===== config.mk =====
export PLATFORM = sky130hd
export DESIGN_NAME = pipe_skid_latch
export DESIGN_NICKNAME = d
export VERILOG_FILES = /design/src/rtl/pipe_pkg.sv /design/src/rtl/pipe_skid_latch.sv
export SDC_FILE = /design/constraint.sdc
export NUM_CORES = 1
export LEC_CHECK = 0
export BUFFER_PORTS_ARGS = -buffer_cell sky130_fd_sc_hd__buf_2
export CAP_MARGIN = 25
export CORE_UTILIZATION = 57
export CTS_CLUSTER_DIAMETER = 150
export DETAILED_ROUTE_END_ITERATION = 6
export PLACE_DENSITY = 0.89
export SLEW_MARGIN = 40
export SYNTH_ARGS = -nofsm -noshare
export SYNTH_HDL_FRONTEND = slang
export SYNTH_SLANG_ARGS = --single-unit
export TNS_END_PERCENT = 20

===== constraint.sdc =====
create_clock -name CLK -period 4.1 [get_ports CLK]
set_clock_uncertainty 0.1 [all_clocks]
set_input_delay 0.41 -clock CLK [delete_from_list [all_inputs] [get_ports CLK]]
set_output_delay 0.41 -clock CLK [all_outputs]
set_load 0.05 [all_outputs]

===== src/rtl/pipe_pkg.sv =====
// Shared pipeline definitions: latch state encoding, default widths and
// per-stage payload layouts that are cast to DATA_W at each latch instance.
package pipe_pkg;

  localparam int PIPE_DATA_W = 64;
  localparam int PIPE_CNT_W  = 16;

  typedef enum logic [1:0] {
    EMPTY = 2'd0,
    FULL  = 2'd1,
    SKID  = 2'd2
  } latch_state_t;

  typedef struct packed {
    logic [31:0] pc;
    logic [31:0] instr;
  } if_id_t;

  typedef struct packed {
    logic [7:0]  ctrl;
    logic [4:0]  rd;
    logic [18:0] imm;
    logic [31:0] pc;
  } id_ex_t;

  typedef struct packed {
    logic [7:0]  ctrl;
    logic [4:0]  rd;
    logic [18:0] rsvd;
    logic [31:0] alu_res;
  } ex_mem_t;

  typedef struct packed {
    logic [7:0]  ctrl;
    logic [4:0]  rd;
    logic [18:0] rsvd;
    logic [31:0] wb_data;
  } mem_wb_t;

endpackage


===== src/rtl/pipe_skid_latch.sv =====
// Inter-stage valid/ready latch with a two-entry skid buffer, flush, global
// freeze and a saturating stall-cycle counter.
//   state | meaning
//   EMPTY | nothing held, out_valid low
//   FULL  | one entry in main reg, can still accept
//   SKID  | main and skid regs both held, in_ready low
module pipe_skid_latch
  import pipe_pkg::*;
#(
  parameter int DATA_W = PIPE_DATA_W,
  parameter int CNT_W  = PIPE_CNT_W
) (
  input  logic              CLK,
  input  logic              RST,
  input  logic              enable,
  input  logic              flush,
  input  logic              in_valid,
  input  logic [DATA_W-1:0] in_data,
  output logic              in_ready,
  output logic              out_valid,
  output logic [DATA_W-1:0] out_data,
  input  logic              out_ready,
  output logic [CNT_W-1:0]  stall_cnt
);

  latch_state_t      state, state_nxt;
  logic [DATA_W-1:0] main_q, main_nxt;
  logic [DATA_W-1:0] skid_q, skid_nxt;
  logic [CNT_W-1:0]  cnt_q, cnt_nxt;
  logic              accept, consume, stall;

  // Handshake outputs come from the state register only, so in_ready never
  // depends combinationally on out_ready.
  assign in_ready  = enable & (state != SKID);
  assign out_valid = enable & (state != EMPTY);
  assign accept    = in_valid & in_ready;
  assign consume   = out_valid & out_ready;
  assign stall     = out_valid & ~out_ready;
  assign out_data  = main_q;
  assign stall_cnt = cnt_q;

  always_comb begin
    state_nxt = state;
    main_nxt  = main_q;
    skid_nxt  = skid_q;
    cnt_nxt   = (stall && (cnt_q != '1)) ? cnt_q + CNT_W'(1) : cnt_q;

    if (flush) begin
      state_nxt = EMPTY;
    end else if (enable) begin
      case (state)
        EMPTY: begin
          if (accept) begin
            state_nxt = FULL;
            main_nxt  = in_data;
          end
        end
        FULL: begin
          if (accept && consume) begin
            main_nxt = in_data;
          end else if (accept) begin
            state_nxt = SKID;
            skid_nxt  = in_data;
          end else if (consume) begin
            state_nxt = EMPTY;
          end
        end
        SKID: begin
          if (consume) begin
            state_nxt = FULL;
            main_nxt  = skid_q;
          end
        end
        default: state_nxt = EMPTY;
      endcase
    end
  end

  always_ff @(posedge CLK) begin
    if (RST) begin
      state  <= EMPTY;
      main_q <= '0;
      skid_q <= '0;
      cnt_q  <= '0;
    end else begin
      state  <= state_nxt;
      main_q <= main_nxt;
      skid_q <= skid_nxt;
      cnt_q  <= cnt_nxt;
    end
  end

endmodule


---- After elaboration in Yosys (flattened, before gate mapping) ----
Cells that the tools add are included.
storage, ports and cells
  flip-flop bits (word level) ............. 146
  bits of input ports ..................... 70
  output and inout port bits .............. 82
  logic and storage cells ................. 41
cells by class
  add/sub/neg operators ................... 1
  equality and inequality tests ........... 9
  mux-type cells .......................... 10
  bitwise gates (word level) .............. 8
  reductions and logical operators ........ 9
operator list
  kind                                           count
  two-way mux 64 bit                             3
  case mux 64 bit (3 select lines)               1
  adder 16 x 1 -> 16 bit, second input constant  1
  != test 16 bit, second input constant          1
  two-way mux 2 bit                              5
  != test 2 bit, second input constant           5
  AND reduction 5 bit                            2
  case mux 2 bit (3 select lines)                1
  AND reduction 6 bit                            1
  AND 1 bit                                      5
  != test 3 bit, second input constant           1
  inverter 1 bit                                 3
  nonzero test 3 bit                             1
  == test 2 x 1 -> 1 bit, second input constant  1
  == test 2 bit, second input constant           1
  logical AND 1 bit                              2
  zero test 2 bit                                1
  nonzero test 2 bit                             1
  OR reduction 2 bit                             1

---- Logic depth before layout (Yosys ltp) ----
  depth in word-level cells ............... 7
  gate-level depth with buffers ........... 7

---- Worst setup path before layout ----
Ideal clock, no wire load.
  kind .................................... reg-to-reg
  from .................................... register cnt_q[0] (netlist: stall_cnt[0])
  to ...................................... register cnt_q[4] (netlist: stall_cnt[4])
  data arrival time ....................... 2103 ps
  data required time ...................... 3879 ps
  path slack .............................. 1776 ps
  cell stages (with the launch flop) ...... 7
  buffers on the path ..................... 1
  clock period less this slack ............ 2324 ps
  cell sequence ........................... dfxtp_1 -> ha_1 -> nand2_1 -> or3_1 -> buf_2 -> a311oi_1 -> mux2_2
between the ends
  longest elaborated chain between the ends .. 2
  elaborated cells between the ends (all ways) .. 3
  classes of those cells .................. add/sub: 1; eq/ne: 1; reduce/logical: 1
ends and longest elaborated chain
  what                                                            RTL line               RTL
  start, declared                                                 pipe_skid_latch.sv:29  logic [CNT_W-1:0] cnt_q, cnt_nxt;
  start signal, assigned                                          pipe_skid_latch.sv:89  cnt_q <= cnt_nxt;
  branches (longest 2 deep; another with adder 16 x 1 -> 16 bit)  -
Parallel ways; which one is timed is not known.
A chain may end at the register's enable or synchronous reset.

---- Worst setup path after layout ----
  from .................................... register state[1]
  to ...................................... output port in_ready
between the ends
  longest elaborated chain between the ends .. 2
ends and longest elaborated chain
  what                    RTL line               RTL
  start, declared         pipe_skid_latch.sv:26  latch_state_t state, state_nxt;
  start signal, assigned  pipe_skid_latch.sv:86  state <= state_nxt;
  != test 2 bit           pipe_skid_latch.sv:34  assign in_ready = enable & (state != SKID);
  AND 1 bit               pipe_skid_latch.sv:34
  end, declared           pipe_skid_latch.sv:19  output logic in_ready,
Every way passes these cells.

==> impl_results.md <==
* Status: finished, final reports clean
* Routed via count at 5,755
* Mux share of post-synthesis cell area at 11.73%
* R2R Setup Slk at 1.77 ns
* Post-synthesis cell type count at 37
* #FFs+latches synth at 146
* Post-Syn Area per Cell at 8.732 um^2
* Crit path DAT at 2.23 ns
* Wl on met1 at 6622 um
* Top_reg_cell synth: dfxtp_1
* DR WL met3 at 1194 um
* Peak supply drop at 0.2487 mV
* Tmin final at 2.737 ns
* HPWL after detailed placement at 10,030 um
* WL/cell at 16.90 um
* Post-synthesis compound-gate area fraction at 20.93%
* Reg clk slew, reported paths at 0.06 ns
* Die Width at 105.6 um
* Buffer type at the clock tree root: clkbuf_8
* Area delta synth->final at 22.16%
* Htree depth at 4
* Remaining Overflow, GRT at 0
* Reg2reg path depth at 4
* Largest family of logic cells by synthesized area: compound AO/OA/AOI/OAI gates
* Pwr Density at 451.7 nW/um^2
* Share of the yosys chip area belonging to registers at 47.75%
* Die Ht at 105.6 um
* # Post-CTS Setup Buffers at 0
* Drt first pass iters at 6
* Post-synth EDFFs at 0
* Worst Min Path Start: in_data[19]
* Relative slew margins at 48.36%
* RSZ-0062 raised after global routing: no
* Pleak at 0.003288 uW
* I/O pin cnt at 152
* Final Hold Fails at 0
* Synth Area in Simple Gates at 14.88%
* Core ar. at 10,370 um^2
* Post-Syn Nets at 772
* Crit path required time at 3.59 ns
* Mapped Cells at 701
* Hold endpoint: skid_q[19]$_SDFFE_PP0P_
* Net count, final at 886
* Total Routed Length at 16,300 um
* Starting Density at 59.03%
* R2r endpoint: out_data[35]$_SDFFE_PP0P_
* Asr flop ratio synth at 0%
* Peak Freq at 365.4 MHz
* Site Rows at 37
* Worst setup EP type: primary output
* Maxcap violations at 0
* Initial antenna violation count at 0
* Die Area at 11,160 um^2
* Reg2Reg Launch Point: state[0]$_SDFFE_PP0P_
* Port buffer count at 151
* GP Congestion at 0.9151
* Commonest non-fill, non-tap cell in the layout: buf_2
* Worst Tran Pin Value at 0.7746 ns
* Design Power at 3377 uW
* Hold WS at 0.03093 ns
* XOR/XNOR Fraction of Synth Area at 0.1431%
* CTS tree: built
* DR vias/cell at 5.970
* Critical path peak fanout at 43
* Synth Area in Adders at 0.2044%
* Slew Viols, Final at 0
* Setup TNS Final at 0 ns
* Worst hold path type: in2reg
* Inserted Diodes at 0
* Setup violators final at 0
* DR DRC count at 0
* Setup crit start kind: register
* Hold depth at 3
* Most frequent cells in the layout: buf_2 (150), dfxtp_1 (146), nand2_1 (138)
* Synth Warn # at 0
* Crit Path Category: reg2out
* Clk buf depth at 2
* Post-CTS Resized at 0
* Post-Syn Area at 6121 um^2
* Worst-Skew Late Latency at 0.53 ns
* Share of layout cells above drive strength 1 at 24.76%
* CTS Sinks at 146
* Hold-fix buffers at CTS at 0
* Post-route ant nets at 0
* Initial DRC Count at 477
* Met2 WL at 8048 um
* Num CTS Buffers at 17
* Global-route wire length before repair at 26,010 um
* Vias in the first global route at 5,402
* Pin count of the biggest net entering global routing at 110
* Fin crit share at 66.75%
* Total track usage at 29.32%
* DR top layer: met4
-- sequential cells by signal, summed over array words and instances, names as in the netlist --
register,cells
out_data,64
skid_q,64
state,2
stall_cnt,16
-- Yosys cell counts, types with 5 or more instances --
| master | number | area, um^2 |
|---|---|---|
| dfxtp_1 | 146 | 2923 |
| nand2_1 | 138 | 518.0 |
| a21oi_1 | 137 | 685.7 |
| a211oi_1 | 65 | 488.0 |
| mux2i_1 | 65 | 650.6 |
| clkbuf_1 | 40 | 150.1 |
| buf_2 | 15 | 75.07 |
| nor2_1 | 8 | 30.03 |
| nor2b_1 | 8 | 50.05 |
| or4_1 | 7 | 52.55 |
| buf_1 | 6 | 22.52 |
| mux2_2 | 6 | 67.56 |
| nand2b_1 | 6 | 37.54 |
| nor4_1 | 6 | 37.54 |
| nor3_1 | 5 | 25.02 |
| o31ai_1 | 5 | 37.54 |
-- where the power goes --
group	internal, uW	total (uW)	switching (uW)	leakage (uW)
registers	1450	1480	21.8	0.00118
logic	95.0	345	250	0.00182
clock network	957	1560	600	0.000282
-- layout make-up --
type	count	area (um^2)
inverters	3	11.26
fillers	775	2893
repair buffers	157	807.0
clock buffers	19	441.7
clock inverters	13	160.2
flip-flops and latches	146	2923
well taps	136	170.2
multi-input cells	490	2964
-- layer usage --
metal	vias to the layer above	global-route usage [%]
met5	-	0
met4	0	11.90
met3	45	7.297
met2	255	49.34
met1	2728	35.92
li1	2727	-
-- worst max path at each step --
| stage | start | endpoint |
|---|---|---|
| after floorplan | stall_cnt[0]$_SDFFE_PP0P_ | stall_cnt[4]$_SDFFE_PP0P_ |
| after detailed placement | state[0]$_SDFFE_PP0P_ | out_data[33]$_SDFFE_PP0P_ |
| final | state[1]$_SDFFE_PP0P_ | in_ready |
| after global placement | out_ready | skid_q[22]$_SDFFE_PP0P_ |
| after CTS | state[1]$_SDFFE_PP0P_ | in_ready |
| after global routing | state[1]$_SDFFE_PP0P_ | in_ready |
-- cell families after synthesis --
family                     Yosys count
buffers and inverters               65
xor gates and xnor gates             1
and+or+nand+nor                    200
DFF                                146
adders and majority gates            1
muxes                               71
AOI/OAI and AO/OA                  217
-- critical path, stage by stage (launching register included) --
cell and delay, ns:
dfxtp_1 0.60, nand2b_4 0.52, and2_1 0.37, buf_2 0.21
-- metrics by stage --
stage	utilization (%)	instance area [um^2]	cells	setup slack (ns)
3_3_place_gp	66.23	6868	932	1.550
6_report	72.10	7477	964	1.363
5_1_grt	72.10	7477	964	1.260
2_1_floorplan	-	6121	701	1.776
3_5_place_dp	66.30	6875	932	1.833
4_1_cts	72.10	7477	964	1.347
(Power assumes the default switching activity.)
